--- src/rtl/event_counter_bank_pkg.sv ---
// Shared constants and snapshot state encoding for the event counter bank.
package event_counter_bank_pkg;

  localparam logic DIR_UP    = 1'b1;
  localparam logic DIR_DOWN  = 1'b0;
  localparam logic MODE_WRAP = 1'b0;
  localparam logic MODE_SAT  = 1'b1;

  typedef enum logic {
    SNAP_IDLE = 1'b0,
    SNAP_HOLD = 1'b1
  } snap_state_t;

endpackage

--- src/rtl/event_counter_bank_if.sv ---
// Control/data bundle between the counter bank and its producer/consumer side.
interface event_counter_bank_if #(
  parameter int unsigned CHANNELS = 4,
  parameter int unsigned WIDTH    = 14
);
  logic [CHANNELS-1:0]       Enable;
  logic [CHANNELS-1:0]       Dir;
  logic [CHANNELS-1:0]       Saturate;
  logic [CHANNELS-1:0]       Load;
  logic [CHANNELS*WIDTH-1:0] LoadValue;
  logic [CHANNELS*WIDTH-1:0] Limit;
  logic [CHANNELS-1:0]       ClearOverflow;
  logic                      Snapshot;
  logic                      SnapAck;
  logic [CHANNELS*WIDTH-1:0] Count;
  logic [CHANNELS-1:0]       TerminalPulse;
  logic [CHANNELS-1:0]       Overflow;
  logic                      SnapValid;
  logic [CHANNELS*WIDTH-1:0] SnapData;

  modport master (
    output Enable, Dir, Saturate, Load, LoadValue, Limit, ClearOverflow, Snapshot, SnapAck,
    input  Count, TerminalPulse, Overflow, SnapValid, SnapData
  );

  modport slave (
    input  Enable, Dir, Saturate, Load, LoadValue, Limit, ClearOverflow, Snapshot, SnapAck,
    output Count, TerminalPulse, Overflow, SnapValid, SnapData
  );
endinterface

--- src/rtl/event_counter_bank_counter_channel.sv ---
// One up/down counter with load, live limit compare, wrap/saturate,
// registered terminal pulse and sticky overflow flag.
module counter_channel
  import event_counter_bank_pkg::*;
#(
  parameter int unsigned WIDTH = 14
) (
  input  logic             Clock,
  input  logic             Reset,
  input  logic             enable,
  input  logic             dir,
  input  logic             saturate,
  input  logic             load,
  input  logic             clear_overflow,
  input  logic [WIDTH-1:0] load_value,
  input  logic [WIDTH-1:0] limit,
  output logic [WIDTH-1:0] count,
  output logic             terminal_pulse,
  output logic             overflow
);

  logic [WIDTH-1:0] count_next;
  logic             event_c;

  // Next count and terminal-event detection; load outranks a step.
  always_comb begin
    count_next = count;
    event_c    = 1'b0;
    if (load) begin
      count_next = (load_value > limit) ? limit : load_value;
    end else if (enable) begin
      if (dir == DIR_UP) begin
        if (count < limit) begin
          count_next = WIDTH'(count + 1'b1);
        end else begin
          // A count left above a lowered limit is treated as at-limit.
          event_c    = 1'b1;
          count_next = (saturate == MODE_SAT) ? limit : '0;
        end
      end else begin
        if (count != '0) begin
          count_next = WIDTH'(count - 1'b1);
        end else begin
          event_c    = 1'b1;
          count_next = (saturate == MODE_SAT) ? '0 : limit;
        end
      end
    end
  end

  always_ff @(posedge Clock) begin
    if (Reset) begin
      count          <= '0;
      terminal_pulse <= 1'b0;
      overflow       <= 1'b0;
    end else begin
      count          <= count_next;
      terminal_pulse <= event_c;
      // Set beats clear when both happen on the same edge.
      if (event_c) begin
        overflow <= 1'b1;
      end else if (clear_overflow) begin
        overflow <= 1'b0;
      end
    end
  end

endmodule

--- src/rtl/event_counter_bank.sv ---
// Bank of independent event counters with a coherent snapshot handshake.
module event_counter_bank
  import event_counter_bank_pkg::*;
#(
  parameter int unsigned CHANNELS = 4,
  parameter int unsigned WIDTH    = 14
) (
  input logic                 Clock,
  input logic                 Reset,
  event_counter_bank_if.slave bus
);

  logic [CHANNELS*WIDTH-1:0] count_flat;
  logic [CHANNELS-1:0]       pulse_vec;
  logic [CHANNELS-1:0]       ovf_vec;
  logic [CHANNELS*WIDTH-1:0] snap_data;
  snap_state_t               state;

  for (genvar i = 0; i < int'(CHANNELS); i++) begin : g_chan
    counter_channel #(.WIDTH(WIDTH)) u_chan (
      .Clock          (Clock),
      .Reset          (Reset),
      .enable         (bus.Enable[i]),
      .dir            (bus.Dir[i]),
      .saturate       (bus.Saturate[i]),
      .load           (bus.Load[i]),
      .clear_overflow (bus.ClearOverflow[i]),
      .load_value     (bus.LoadValue[i*WIDTH +: WIDTH]),
      .limit          (bus.Limit[i*WIDTH +: WIDTH]),
      .count          (count_flat[i*WIDTH +: WIDTH]),
      .terminal_pulse (pulse_vec[i]),
      .overflow       (ovf_vec[i])
    );
  end

  // Snapshot FSM: captures the pre-step count registers of the capture edge.
  always_ff @(posedge Clock) begin
    if (Reset) begin
      state     <= SNAP_IDLE;
      snap_data <= '0;
    end else begin
      case (state)
        SNAP_IDLE: begin
          if (bus.Snapshot) begin
            snap_data <= count_flat;
            state     <= SNAP_HOLD;
          end
        end
        SNAP_HOLD: begin
          if (bus.SnapAck) begin
            if (bus.Snapshot) begin
              snap_data <= count_flat;
            end else begin
              state <= SNAP_IDLE;
            end
          end
        end
        default: state <= SNAP_IDLE;
      endcase
    end
  end

  assign bus.Count         = count_flat;
  assign bus.TerminalPulse = pulse_vec;
  assign bus.Overflow      = ovf_vec;
  assign bus.SnapData      = snap_data;
  assign bus.SnapValid     = (state == SNAP_HOLD);

endmodule

--- src/flat_wrapper.sv ---
// flat-port wrapper written by rule: the top's interface ports become plain ports
module event_counter_bank_flat import event_counter_bank_pkg::*;
#(
  parameter int unsigned CHANNELS = 4,
  parameter int unsigned WIDTH    = 14
)
  (Clock, Reset, bus_Enable, bus_Dir, bus_Saturate, bus_Load, bus_LoadValue, bus_Limit, bus_ClearOverflow, bus_Snapshot, bus_SnapAck, bus_Count, bus_TerminalPulse, bus_Overflow, bus_SnapValid, bus_SnapData);
  event_counter_bank_if #(.CHANNELS(CHANNELS), .WIDTH(WIDTH)) bus_i ();
  input logic Clock;
  input logic Reset;
  input wire logic [$bits(bus_i.Enable)-1:0] bus_Enable;
  input wire logic [$bits(bus_i.Dir)-1:0] bus_Dir;
  input wire logic [$bits(bus_i.Saturate)-1:0] bus_Saturate;
  input wire logic [$bits(bus_i.Load)-1:0] bus_Load;
  input wire logic [$bits(bus_i.LoadValue)-1:0] bus_LoadValue;
  input wire logic [$bits(bus_i.Limit)-1:0] bus_Limit;
  input wire logic [$bits(bus_i.ClearOverflow)-1:0] bus_ClearOverflow;
  input wire logic [$bits(bus_i.Snapshot)-1:0] bus_Snapshot;
  input wire logic [$bits(bus_i.SnapAck)-1:0] bus_SnapAck;
  output wire logic [$bits(bus_i.Count)-1:0] bus_Count;
  output wire logic [$bits(bus_i.TerminalPulse)-1:0] bus_TerminalPulse;
  output wire logic [$bits(bus_i.Overflow)-1:0] bus_Overflow;
  output wire logic [$bits(bus_i.SnapValid)-1:0] bus_SnapValid;
  output wire logic [$bits(bus_i.SnapData)-1:0] bus_SnapData;
  assign bus_i.Enable = bus_Enable;
  assign bus_i.Dir = bus_Dir;
  assign bus_i.Saturate = bus_Saturate;
  assign bus_i.Load = bus_Load;
  assign bus_i.LoadValue = bus_LoadValue;
  assign bus_i.Limit = bus_Limit;
  assign bus_i.ClearOverflow = bus_ClearOverflow;
  assign bus_i.Snapshot = bus_Snapshot;
  assign bus_i.SnapAck = bus_SnapAck;
  assign bus_Count = bus_i.Count;
  assign bus_TerminalPulse = bus_i.TerminalPulse;
  assign bus_Overflow = bus_i.Overflow;
  assign bus_SnapValid = bus_i.SnapValid;
  assign bus_SnapData = bus_i.SnapData;
  event_counter_bank #(.CHANNELS(CHANNELS), .WIDTH(WIDTH)) u_core (.Clock(Clock), .Reset(Reset), .bus(bus_i));
endmodule
--- config.mk ---
export PLATFORM = sky130hd
export DESIGN_NAME = event_counter_bank_flat
export DESIGN_NICKNAME = d
export VERILOG_FILES = /design/src/rtl/event_counter_bank_pkg.sv /design/src/rtl/event_counter_bank_if.sv /design/src/rtl/event_counter_bank_counter_channel.sv /design/src/rtl/event_counter_bank.sv /design/src/flat_wrapper.sv
export SDC_FILE = /design/constraint.sdc
export NUM_CORES = 1
export LEC_CHECK = 0
export CORE_UTILIZATION = 45
export DETAILED_ROUTE_END_ITERATION = 10
export DONT_BUFFER_PORTS = 1
export GPL_ROUTABILITY_DRIVEN = 0
export PLACE_DENSITY = 0.68
export SYNTH_ARGS = -nofsm -noshare
export SYNTH_HDL_FRONTEND = slang
export SYNTH_SLANG_ARGS = --single-unit
export TNS_END_PERCENT = 1
--- constraint.sdc ---
create_clock -name Clock -period 6.6 [get_ports Clock]
set_input_delay 0.33 -clock Clock [delete_from_list [all_inputs] [get_ports Clock]]
set_output_delay 0.33 -clock Clock [all_outputs]
set_load 0.05 [all_outputs]
# After elaboration in Yosys (flattened, before gate mapping)

Cells that the tools add are included.

Register bits after elaboration: 121
Output and inout port bits: 121
Word-level logic and storage cells: 110
Memories kept: 0
Input port bits: 136
Memory bits (read-only): 0
Latch bits: 0
Memory bits (writable): 0

Order comparisons: 8
Shifts and indexed selects: 0
Bitwise logic cells: 1
Mux-type cells: 66
Reductions and logical operators: 12
Add/subtract/negate cells: 8
Equal/unequal tests: 1
Div/mod/pow operators: 0
Multiply operators: 0

Operator list:

| cell                                                                  | number |
|---|---|
| 14-bit 2-to-1 mux                                                     | 32 |
| 56-bit 2-to-1 mux                                                     | 2 |
| 56-bit case mux with 2 select lines                                   | 1 |
| 14-bit by 1-bit adder with 14-bit output (second input constant)      | 4 |
| 14-bit > comparator                                                   | 4 |
| 14-bit < comparator                                                   | 4 |
| 14-bit nonzero test                                                   | 4 |
| 14-bit by 1-bit subtractor with 14-bit output (second input constant) | 4 |
| 1-bit 2-to-1 mux                                                      | 30 |
| 2-bit nonzero test                                                    | 8 |
| 2-bit != test (second input constant)                                 | 1 |
| 1-bit case mux with 2 select lines                                    | 1 |
| 1-bit inverter                                                        | 1 |

# Depth between registers and ports, before layout

Depth in word-level cells: 6
Depth in mapped cells: 11
Mapped depth without buffers: 9

# Hierarchy

From an unflattened synthesis, not the netlist that was laid out.

Cells, all modules: 1707
Area, all modules: 12944.9 µm²

By module, submodules not included:

| module             | times used | sequential area each (µm²) | cells an instance | area each (µm²) |
|---|---|---|---|---|
| counter_channel    | 4          | 320.3                      | 365               | 2592.5 |
| event_counter_bank | 1          | 1141.1                     | 247               | 2575.0 |

# Least setup slack after synthesis

Ideal clock, no wire load.

Path type: register to register
Start point: reg u_core.g_chan[2].u_chan.count[3]
End point: reg u_core.g_chan[2].u_chan.count[10]
Data arrival time: 2.796 ns
Slack: 3.698 ns
Setup time: 0.106 ns
Data required time: 6.494 ns
Cell stages (with the launch flop): 10
Clock period less this slack: 2.902 ns
Buffers on the path: 1
Path through: dfxtp_1 ha_1 a211o_1 a21oi_1 o21ai_0 a2111oi_2 buf_2 mux2i_1 nand3_1 o311ai_0

Cells in the longest elaborated chain, start to end: 5
Elaborated cells between the ends (all ways): 9
Those cells by class: add/sub (2); order compare (1); mux (5); reduce/logical (1)

Ends and longest elaborated chain:

| what                                                                        | RTL line                                                                           | text |
|---|---|---|
| start: declaration                                                          | event_counter_bank_counter_channel.sv:17                                           | `output logic [WIDTH-1:0] count,` |
| start signal: assignment                                                    | event_counter_bank_counter_channel.sv:57                                           | `count <= count_next;` |
| 14-bit by 1-bit subtractor with 14-bit output, or another cell as far along | event_counter_bank_counter_channel.sv:42                                           | `count_next = WIDTH'(count - 1'b1);` |
| 14-bit 2-to-1 mux, on equally long branches                                 | event_counter_bank_counter_channel.sv:41, event_counter_bank_counter_channel.sv:33 |  |
| 14-bit 2-to-1 mux (*)                                                       | event_counter_bank_counter_channel.sv:32                                           | `if (dir == DIR_UP) begin` |
| 14-bit 2-to-1 mux (*)                                                       | event_counter_bank_counter_channel.sv:31                                           | `end else if (enable) begin` |
| 14-bit 2-to-1 mux (*)                                                       | event_counter_bank_counter_channel.sv:29                                           | `if (load) begin` |

Mark *: on every way between the ends. The rest lies on a longest branch, timed or not. The select of a mux whose other input is x is not followed.
A chain may end at the register's enable or synchronous reset.

# Worst setup path after layout

Start point: reg u_core.g_chan[1].u_chan.count[10]
End point: reg u_core.g_chan[1].u_chan.count[7]

Cells in the longest elaborated chain, start to end: 5
Elaborated cells between the ends (all ways): 7
Those cells by class: order compare (1); mux (5); reduce/logical (1)

Ends and longest elaborated chain:

| what                                                       | RTL line |
|---|---|
| start: declaration                                         | event_counter_bank_counter_channel.sv:17 |
| start signal: assignment                                   | event_counter_bank_counter_channel.sv:57 |
| 14-bit < comparator or 14-bit nonzero test (tied branches) | event_counter_bank_counter_channel.sv:33, event_counter_bank_counter_channel.sv:41 |
| 14-bit 2-to-1 mux, on equally long branches                | event_counter_bank_counter_channel.sv:33, event_counter_bank_counter_channel.sv:41 |
| 14-bit 2-to-1 mux (*)                                      | event_counter_bank_counter_channel.sv:32 |
| 14-bit 2-to-1 mux (*)                                      | event_counter_bank_counter_channel.sv:31 |
| 14-bit 2-to-1 mux (*)                                      | event_counter_bank_counter_channel.sv:29 |

Marked as above.

==> metrics.md <==
| Metric | Value |
|---|---|
| Status | `finished clean` |
| Crit share post-route | `0.549` |
| Final nets | `approximately 1,800` |
| Worst setup path class | `flip-flop to flip-flop` |
| Cells along the critical path | `ha_1, and3_1, a221oi_1, o21ai_0, a21oi_1, nor3_1, a221oi_1, a21oi_1` |
| Arr. time, crit path | `between 3000 and 4000 ps` |
| CTS clk-pin slew, worst paths | `60 ps` |
| Die outline width | `between 150 and 200 um` |
| Leak | `~5.2 nW` |
| Core area | `about 25,000 um^2` |
| Ys async rst share | `0` |
| Worst-Skew Late Latency | `around 430 ps` |
| CP max stage delay | `~900 ps` |
| Final Skew | `16.4 ps` |
| Average cell area after synthesis | `roughly 7.2 um^2` |
| Antenna-violating nets left | `0` |
| Initial Util | `0.459` |
| Share of layout cells above drive strength 1 | `0.0502` |
| Final Hold Fails | `0` |
| Via density | `about 6.4` |
| Syn_nets | `approximately 1,900` |
| Root buf cell | `clkbuf_16` |
| Initial antenna violation count | `0` |
| Hold Path Class | `input pin to flip-flop` |
| FF+latch count, synth | `roughly 120` |
| RSZ-0062 raised after global routing | `no` |
| Grt ovf | `0` |
| Hold Crit Depth | `1` |
| Slew Viols, Final | `0` |
| Clk sink count | `121` |
| Worst Path Max Fanout | `12` |
| Mapped cell area | `11,600 um^2` |
| Cells on worst reg2reg path | `8` |
| Drt first pass iters | `7` |
| Mapped Cells | `approximately 1,600` |
| Startpoint types | `flip-flop` |
| Number of synthesized flops with an enable pin | `0` |
| Vias in the first global route | `approximately 11,000` |
| CTS max path bufs | `2` |
| Final setup viols | `0` |
| Critical Path Slowest Stage Cell | `dfxtp_1` |
| Hpwl dp | `between 20 and 30 mm` |
| DRC | `0` |
| Post-synthesis cell type count | `73` |
| Max frequency | `about 0.28 GHz` |
| Largest net degree at the start of global routing | `between 60 and 70` |
| Main flop type after synthesis | `dfxtp_1` |
| Post-cts resize count | `0` |
| PortBufs | `0` |
| Synth area leader | `dfxtp_1` |
| Inserted Clock Buffers | `17` |
| Max-slew headroom | `0.199` |
| Fillers | `2,539` |
| CP Data Required Time | `between 6000 and 7000 ps` |
| Total power | `around 2.8 mW` |
| Power Density | `roughly 230 nW/um^2` |
| Top Ports | `around 260` |
| P&R area growth vs syn | `5.92%` |
| CP Capture Type | `flip-flop` |
| Synth Warn # | `0` |
| Die Height | `roughly 160 um` |
| Synth area leaders | `dfxtp_1 21%, ha_1 13%, nand2_1 7.5%` |
| Die ar. | `26,400 um^2` |
| Cell area after layout | `around 12,000 um^2` |
| First-pass GRT wire length | `about 60 mm` |
| Initial DRC Count | `roughly 1,100` |
| Post-DR wirelength/cell | `approximately 20 um` |
| Routed WL | `38.0 mm` |
| Ant. Diodes | `0` |
| Max cap viols | `0` |
| Vias | `roughly 12,000` |
| Post-DP Area | `11,600 um^2` |
| Period minus WS final | `3620 ps` |
| Synth top area share | `0.209` |
| VDD IR max | `114 uV` |
| # rows | `slightly below 60` |
| CTS tree | `done` |
| GRT Resource Usage Total | `0.282` |
| Worst slew pin tran | `1190 ps` |
| Seq/Total Area, Yosys | `0.209` |
| Setup_tns | `0 ps` |
| H-tree levels | `4` |
repair_timing:
action / in CTS / in global routing
endpoints found under the hold margin: 92 / 0
hold buffers: 6 / 0
buffers inserted: 0 / 0
endpoints found under the setup margin: 0 / 0
layer usage:
| layer | wire (um) | track usage | up-vias |
|---|---|---|---|
| li1 | - | - | 5590 |
| met1 | 16000 | 0.360 | 5544 |
| met2 | 17500 | 0.465 | 630 |
| met3 | 3670 | 0.0616 | 84 |
| met4 | 890 | 0.102 | 0 |
| met5 | 0 | 0 | - |
per-stage QoR:
step	instances	hold slack (ps)	setup WS (ps)	utilization
2_1_floorplan	1604	428	3700	-
3_3_place_gp	1829	411	3080	0.461
3_5_place_dp	1829	413	3030	0.461
4_1_cts	1865	5.61	3030	0.486
5_1_grt	1865	14.0	2780	0.486
6_report	1865	23.8	2980	0.486
Yosys cell counts (15+ instances only):
cell	instances
a211oi_1	22
a21oi_1	155
a221oi_1	15
a311oi_1	18
a31oi_1	20
clkbuf_1	96
dfxtp_1	121
ha_1	120
inv_1	83
mux2i_1	69
nand2_1	233
nand2b_1	19
nand3_1	56
nand4_1	26
nor2_1	129
nor3_1	34
o21ai_0	77
xnor2_1	41
xor2_1	33
cells by family (layout without fill, tap and decap cells):
family                     Yosys count  in the layout  synth area share
xor gates and xnor gates            74             74            0.0559
buffers and inverters              209            140            0.0733
muxes                               71             71            0.0616
and+or+nand+nor                    593            593             0.243
DFF                                121            121             0.209
AOI/OAI and AO/OA                  416            416             0.228
adders and majority gates          120            120             0.130
power by group:
group          switching, mW  internal (mW)  leakage (nW)
registers              0.299          0.787         0.996
clock network          0.378          0.540         0.270
logic                  0.455          0.320          3.92
total                   1.13           1.65          5.18
layout by cell type, fill, tap and decap left out, drive strengths merged, types with 21 or more instances in the layout:
cell type and count:
mux2i 69, nand3 56, xor2 33, nand4 26, o21ai 79, dfxtp 121, a21oi 156, inv 83
nor2 129, ha 120, a211oi 23, buf 21, nand2 233, clkbuf 21, xnor2 41, nor3 36
area by class of cell:
cell class | instances | area (um^2) | share of cell area
clock buffers | 21 | 470 | 0.0383
clock inverters | 9 | 75.1 | 0.00612
well taps | 330 | 413 | 0.0336
multi-input cells | 1274 | 8350 | 0.680
inverters | 84 | 315 | 0.0257
flip-flops and latches | 121 | 2420 | 0.197
repair buffers | 26 | 228 | 0.0186
critical path: cells and delay by family (launching register included):
kind	cells	cell delay (ps)
simple gates	2	590
fa+ha+maj	1	370
flops	1	880
compound gates	5	1660
flip-flops by register name (all words and copies together), names as in the netlist:
register,cells
u_core.g_chan.u_chan.count,56
u_core.bus.SnapData,56
u_core.g_chan.u_chan.overflow,4
u_core.bus.SnapValid,1
u_core.g_chan.u_chan.terminal_pulse,4
final timing paths:
kind                                                         from                                end  slack, ps
worst max-delay path            u_core.g_chan[1].u_chan.count[10]   u_core.g_chan[1].u_chan.count[7]       2980
worst min register to register   u_core.g_chan[1].u_chan.count[9]            u_core.bus.SnapData[23]        690
worst max register to register  u_core.g_chan[1].u_chan.count[10]   u_core.g_chan[1].u_chan.count[7]       2980
worst min-delay path                                  bus_Load[0]  u_core.g_chan[0].u_chan.count[13]         20
Note: power is estimated with default switching activity, not from simulation.
